## config.mk

```make
export PLATFORM = sky130hd
export DESIGN_NAME = i2c_fmt_arbiter
export DESIGN_NICKNAME = d
export VERILOG_FILES = /design/src/rtl/i2c_arb_pkg.sv /design/src/rtl/i2c_arb_rr_pick.sv /design/src/rtl/i2c_fmt_arbiter.sv
export SDC_FILE = /design/constraint.sdc
export NUM_CORES = 1
export LEC_CHECK = 0
export ABC_AREA = 1
export BUFFER_PORTS_ARGS = -buffer_cell sky130_fd_sc_hd__buf_2
export CAP_MARGIN = 10
export CORE_MARGIN = 3
export CORE_UTILIZATION = 50
export CTS_BUF_LIST = sky130_fd_sc_hd__clkbuf_4 sky130_fd_sc_hd__clkbuf_8 sky130_fd_sc_hd__clkbuf_16
export CTS_CLUSTER_SIZE = 25
export DETAILED_ROUTE_END_ITERATION = 10
export MAX_ROUTING_LAYER = met4
export PLACE_DENSITY = 0.81
export SETUP_SLACK_MARGIN = 0.5
export SYNTH_ARGS = -nofsm -noshare
export SYNTH_HDL_FRONTEND = slang
export SYNTH_SLANG_ARGS = --single-unit
export TNS_END_PERCENT = 20
```

## constraint.sdc

```tcl
create_clock -name clk_i -period 2.5 [get_ports clk_i]
set_input_delay 0 -clock clk_i [delete_from_list [all_inputs] [get_ports clk_i]]
set_output_delay 0 -clock clk_i [all_outputs]
set_load 0.005 [all_outputs]
```

## src/rtl/i2c_arb_pkg.sv

```systemverilog
// Shared types for the I2C format-FIFO arbiter.
// Entry layout matches the host format FIFO: {nakok, rcont, read, stop, start, fbyte}.
package i2c_arb_pkg;

   localparam int FmtEntryW = 13;

   typedef struct packed {
      logic       nakok;
      logic       rcont;
      logic       read;
      logic       stop;
      logic       start;
      logic [7:0] fbyte;
   } fmt_entry_t;

   typedef enum logic [1:0] {
      IDLE  = 2'd0,
      OWN   = 2'd1,
      FLUSH = 2'd2
   } arb_state_e;

   typedef enum logic [1:0] {
      OK      = 2'd0,
      NAK     = 2'd1,
      TIMEOUT = 2'd2,
      PROTO   = 2'd3
   } done_status_e;

endpackage

```

## src/rtl/i2c_arb_rr_pick.sv

```systemverilog
// Rotate-priority picker: first valid index at or above ptr_i, with wrap.
module i2c_arb_rr_pick #(
   parameter int NumReq = 4,
   parameter int IdW    = $clog2(NumReq)
) (
   input  logic [NumReq-1:0] valid_i,
   input  logic [IdW-1:0]    ptr_i,
   output logic              found_o,
   output logic [IdW-1:0]    idx_o
);

   logic [IdW-1:0] cand;

   // Walk from the farthest slot down so the nearest valid one wins last.
   always_comb begin
      found_o = 1'b0;
      idx_o   = '0;
      cand    = '0;
      for (int k = NumReq - 1; k >= 0; k--) begin
         cand = IdW'((int'(ptr_i) + k) % NumReq);
         if (valid_i[cand]) begin
            found_o = 1'b1;
            idx_o   = cand;
         end
      end
   end

endmodule

```

## src/rtl/i2c_fmt_arbiter.sv

```systemverilog
// Shares the I2C host format-FIFO write port among NumReq requesters,
// granting whole start..stop transactions round-robin with NAK/timeout recovery.
module i2c_fmt_arbiter
   import i2c_arb_pkg::*;
#(
   parameter int NumReq        = 4,
   parameter int IdW           = $clog2(NumReq),
   parameter int TimeoutCycles = 1024
) (
   input  logic                        clk_i,
   input  logic                        rst_i,
   input  logic [NumReq-1:0]           req_valid_i,
   input  logic [NumReq*FmtEntryW-1:0] req_data_i,
   output logic [NumReq-1:0]           req_ready_o,
   output logic                        fmt_valid_o,
   output logic [FmtEntryW-1:0]        fmt_data_o,
   input  logic                        fmt_ready_i,
   input  logic                        host_enable_i,
   input  logic                        host_nak_i,
   output logic                        owner_valid_o,
   output logic [IdW-1:0]              owner_id_o,
   output logic                        done_valid_o,
   output logic [IdW-1:0]              done_id_o,
   output logic [1:0]                  done_status_o
);

   localparam int TmrW = $clog2(TimeoutCycles + 1);
   localparam logic [TmrW-1:0] TmrMax  = TmrW'(TimeoutCycles);
   localparam logic [TmrW-1:0] TmrLast = TmrW'(TimeoutCycles - 1);

   arb_state_e     state_q;
   logic [IdW-1:0] owner_q;
   logic [IdW-1:0] rr_q;
   logic [TmrW-1:0] timer_q;
   logic [TmrW-1:0] timer_d;
   logic           done_valid_q;
   logic [IdW-1:0] done_id_q;
   done_status_e   done_status_q;

   logic           found;
   logic [IdW-1:0] pick_idx;
   logic [IdW-1:0] sel_idx;
   fmt_entry_t     sel_ent;
   logic           sel_valid;
   logic           own_hs;
   logic           starve;
   logic           expire;

   function automatic logic [IdW-1:0] next_id(logic [IdW-1:0] id);
      return (id == IdW'(NumReq - 1)) ? '0 : id + 1'b1;
   endfunction

   i2c_arb_rr_pick #(
      .NumReq (NumReq),
      .IdW    (IdW)
   ) u_pick (
      .valid_i (req_valid_i),
      .ptr_i   (rr_q),
      .found_o (found),
      .idx_o   (pick_idx)
   );

   // One entry mux serves both the IDLE head inspection and the owner path.
   assign sel_idx   = (state_q == IDLE) ? pick_idx : owner_q;
   assign sel_ent   = fmt_entry_t'(req_data_i[sel_idx*FmtEntryW +: FmtEntryW]);
   assign sel_valid = req_valid_i[sel_idx];

   assign own_hs = (state_q == OWN) && sel_valid && fmt_ready_i;
   assign starve = !sel_valid;
   assign expire = starve && (timer_q == TmrLast);

   always_comb begin
      timer_d = timer_q;
      if (own_hs) begin
         timer_d = '0;
      end else if (starve && timer_q != TmrMax) begin
         timer_d = timer_q + 1'b1;
      end
   end

   always_comb begin
      req_ready_o = '0;
      fmt_valid_o = 1'b0;
      fmt_data_o  = '0;
      if (!rst_i) begin
         unique case (state_q)
            IDLE: begin
               if (host_enable_i && found && !sel_ent.start) begin
                  req_ready_o[pick_idx] = 1'b1;
               end
            end
            OWN: begin
               fmt_valid_o          = sel_valid;
               fmt_data_o           = sel_ent;
               req_ready_o[owner_q] = fmt_ready_i;
            end
            FLUSH: begin
               req_ready_o[owner_q] = 1'b1;
            end
            default: ;
         endcase
      end
   end

   always_ff @(posedge clk_i) begin
      if (rst_i) begin
         state_q       <= IDLE;
         owner_q       <= '0;
         rr_q          <= '0;
         timer_q       <= '0;
         done_valid_q  <= 1'b0;
         done_id_q     <= '0;
         done_status_q <= OK;
      end else begin
         done_valid_q <= 1'b0;
         unique case (state_q)
            IDLE: begin
               if (host_enable_i && found) begin
                  if (sel_ent.start) begin
                     owner_q <= pick_idx;
                     timer_q <= '0;
                     state_q <= OWN;
                  end else begin
                     done_valid_q  <= 1'b1;
                     done_id_q     <= pick_idx;
                     done_status_q <= PROTO;
                     rr_q          <= next_id(pick_idx);
                  end
               end
            end
            OWN: begin
               timer_q <= timer_d;
               // A NAK racing the stop handshake still reports NAK.
               if (own_hs && sel_ent.stop) begin
                  done_valid_q  <= 1'b1;
                  done_id_q     <= owner_q;
                  done_status_q <= host_nak_i ? NAK : OK;
                  rr_q          <= next_id(owner_q);
                  state_q       <= IDLE;
               end else if (host_nak_i) begin
                  done_valid_q  <= 1'b1;
                  done_id_q     <= owner_q;
                  done_status_q <= NAK;
                  state_q       <= FLUSH;
               end else if (expire) begin
                  done_valid_q  <= 1'b1;
                  done_id_q     <= owner_q;
                  done_status_q <= TIMEOUT;
                  rr_q          <= next_id(owner_q);
                  state_q       <= IDLE;
               end
            end
            FLUSH: begin
               if (sel_valid && sel_ent.stop) begin
                  rr_q    <= next_id(owner_q);
                  state_q <= IDLE;
               end
            end
            default: state_q <= IDLE;
         endcase
      end
   end

   assign owner_valid_o = (state_q != IDLE);
   assign owner_id_o    = (state_q != IDLE) ? owner_q : '0;
   assign done_valid_o  = done_valid_q;
   assign done_id_o     = done_id_q;
   assign done_status_o = done_status_q;

endmodule

```

==> run_results.csv <==
group,metric,value,unit
run_status,status,"completed",
sta,hold-worst-slack,29.4,ps
placement,post_dp_cell_area,2920,um2
cts,clock_sink_count,22,
worst_setup_path,crit_required,2500,ps
grt,first_global_vias,2768,
detailed_routing,via_count,3191,
cts,cts_buffers,3,
placement,gp_congestion,0.949,
layout,final_layout_size_suffix_gt1_share,42.8,%
synth,synth-seq-cells,22,
detailed_routing,ratio_of_routed_vias_to_standard_cells,5.66,
layout,area_growth_syn_to_layout,48.5,%
layout,most-common-layout-cells,"buf_2, nand2_1, nor2_1, inv_1, o21ai_0",
worst_hold_path,worstHoldPathType,"primary input to register",
synth,ys_types,30,
placement,total_placed_cells_including_tap_cells,536,
detailed_routing,drt_drc_violations_left,0,
worst_setup_path,crit_fanout,7,
cts,clk_pin_slew_worst_paths,90,ps
floorplan,die_area,5570,um2
floorplan,x_dimension_of_the_die,74.7,um
sta,final_max_slew_viol_count,0,
worst_setup_path,timing.critical_path.to_type,"output port",
detailed_routing,drt-wirelength-per-cell,14.8,um
sta,worst_clock_skew,1.70,ps
grt,grt_max_degree,23,
floorplan,initial_core_util,53.0,%
sta,max_freq,0.421,GHz
floorplan,core_area,4440,um2
sta,timing.final.setup_violations,0,
synth,synth.avg_cell_area,5.85,um2
layout,multi_input_comb_area,2020,um2
detailed_routing,postRouteAntennaNets,0,
layout,final_cell_count_no_fill,564,
sta,min_period_over_period,95.0,%
layout,ff_latch_area,448,um2
floorplan,die_y,74.7,um
synth,synth_edf_count,0,
worst_setup_path,arrival_worst_endpoint,2370,ps
layout,num-fill-cells,320,
synth,postSynthCellCount,403,
synth,ys.flop_type,"dfxtp_1",
floorplan,ioPinCount,87,
synth,synthesis.yosys.warnings,0,
synth,synth.yosys.seq_area_share,18.7,%
detailed_routing,drt_first_iter_violations,324,
synth,syn_nets,478,
grt,wire_length_of_the_first_global_routing_pass,12200,um
layout,layout.cells.most_common,"buf_2",
cts,cts_tree,"yes",
sta,min_period,2370,ps
synth,synth-async-reset-ratio,0,%
cts,cts_root_buf,"clkbuf_8",
worst_setup_path,critical_path.startpoint_type,"register",
cts,clk_latency,270,ps
placement,dp_hpwl,5620,um
worst_setup_path,setup.worst_path.class,"register to output port",
cts,clock_tree.htree_level_count,1,
layout,fin_nets,588,
sta,slew_headroom,66.0,%
grt,grt_overflow_total,0,
sta,rsz_0062_raised_after_global_routing,"yes",
pwr,static-leakage-power,1.71,nW
floorplan,fp-row-count,24,
grt,antenna_found_initial,0,
sta,worst_tran_pin_value,509,ps
pwr,worst_ir_drop_vdd,0.875,mV
placement,place.port_buffers,86,
detailed_routing,detail_route.first_pass.iterations,8,
synth,syn-cell-area,2360,um2
layout,utilization,78.7,%
grt,grt_use_total,28.4,%
flow_run,drv.max_cap_violation_count,0,
layout,finalInstanceArea,3500,um2
pwr,power_dens_cells,1470,nW/um2
sta,timing_hold_violations_final,0,
layout,antenna-diode-count,0,
detailed_routing,wirelength,8330,um
cts,clockBufferDepth,2,
[worst max-delay path, stage by stage (launching register included)]
cell	delay [ps]
dfxtp_4	410
buf_8	150
xnor2_4	120
nand2_2	100
nand3_2	100
nand2_2	60
nand2_2	90
nand3_4	100
nand2_8	120
inv_6	40
nand2_2	50
nand3_2	80
nand2_2	90
nand2_2	60
buf_6	130
inv_6	70
nand3_2	70
a21oi_2	140
buf_2	120
[state kept, by name, indices dropped and copies added, names as in the netlist]
register,flops
done_status_o,2
rr_q,2
owner_q,2
done_valid_o,1
timer_q,11
done_id_o,2
state_q,2
[final timing paths]
check | start | endpoint | slack (ps) | cells past startpoint
hold / removal | host_nak_i | done_status_o[0] | 30 | 3
setup reg to reg | rr_q[0] | done_id_o[0] | 130 | 16
setup / recovery | rr_q[0] | req_ready_o[0] | 130 | 18
hold reg to reg | done_id_o[1] | done_id_o[1] | 470 | 2
[where the power goes]
| group | internal [mW] | switching [mW] |
|---|---|---|
| Clock | 0.214 | 0.132 |
| Sequential | 0.449 | 0.0752 |
| Combinational | 1.69 | 2.58 |
[through the flow]
step           total power [mW]  setup slack [ps]  TNS [ps]
2_1_floorplan              2.82               466         0
3_3_place_gp               3.44               133         0
3_5_place_dp               3.51              23.2         0
4_1_cts                    4.56               172         0
5_1_grt                    5.52             -13.0     -24.6
6_report                   5.15               126         0
[Yosys cell counts (6+ instances only)]
| cell type | count | area share (%) |
|---|---|---|
| nand2_2 | 11 | 2.9 |
| ha_1 | 14 | 7.4 |
| xor2_1 | 6 | 2.2 |
| nand2_1 | 83 | 13 |
| dfxtp_1 | 22 | 19 |
| inv_1 | 40 | 6.4 |
| clkbuf_1 | 11 | 1.8 |
| o21ai_0 | 32 | 6.8 |
| inv_2 | 9 | 1.4 |
| nor3_1 | 12 | 2.5 |
| nand3_1 | 35 | 7.4 |
| nor2_1 | 62 | 9.9 |
| a21oi_1 | 34 | 7.2 |
| nand3_2 | 6 | 2.5 |
[layer usage]
layer / global-route usage, % / part of all wire, % / vias to the layer above
met5: - / 0 / -
met4: 7.71 / 2.7 / 0
met3: 3.74 / 6.3 / 34
met2: 49.7 / 51 / 158
met1: 34.1 / 39 / 1473
li1: - / - / 1526
[layout make-up]
type	count	area share (%)
clock buffers	3	1.18
clock inverters	1	0.858
inverters	49	5.83
multi-input cells	319	57.6
flip-flops and latches	22	12.8
well taps	52	1.86
repair buffers	117	19.7
repair inverters	1	0.179
[kinds of logic after synthesis]
group	share of synthesized area, %
compound gates	16.9
xor+xnor	2.97
fa+ha+maj	7.43
buf+inv	11.2
flops	18.7
mux	0.478
simple gates	42.4
[timing repair]
item | 4_1_cts | 5_1_grt
cloned | 3 | 0
gates resized for setup | 34 | 49
endpoints found under the setup margin | 40 | 40
buffers inserted | 16 | 5
pin swaps | 21 | 33
hold buffers | 0 | 0
Note: power is estimated with default switching activity, not from simulation.
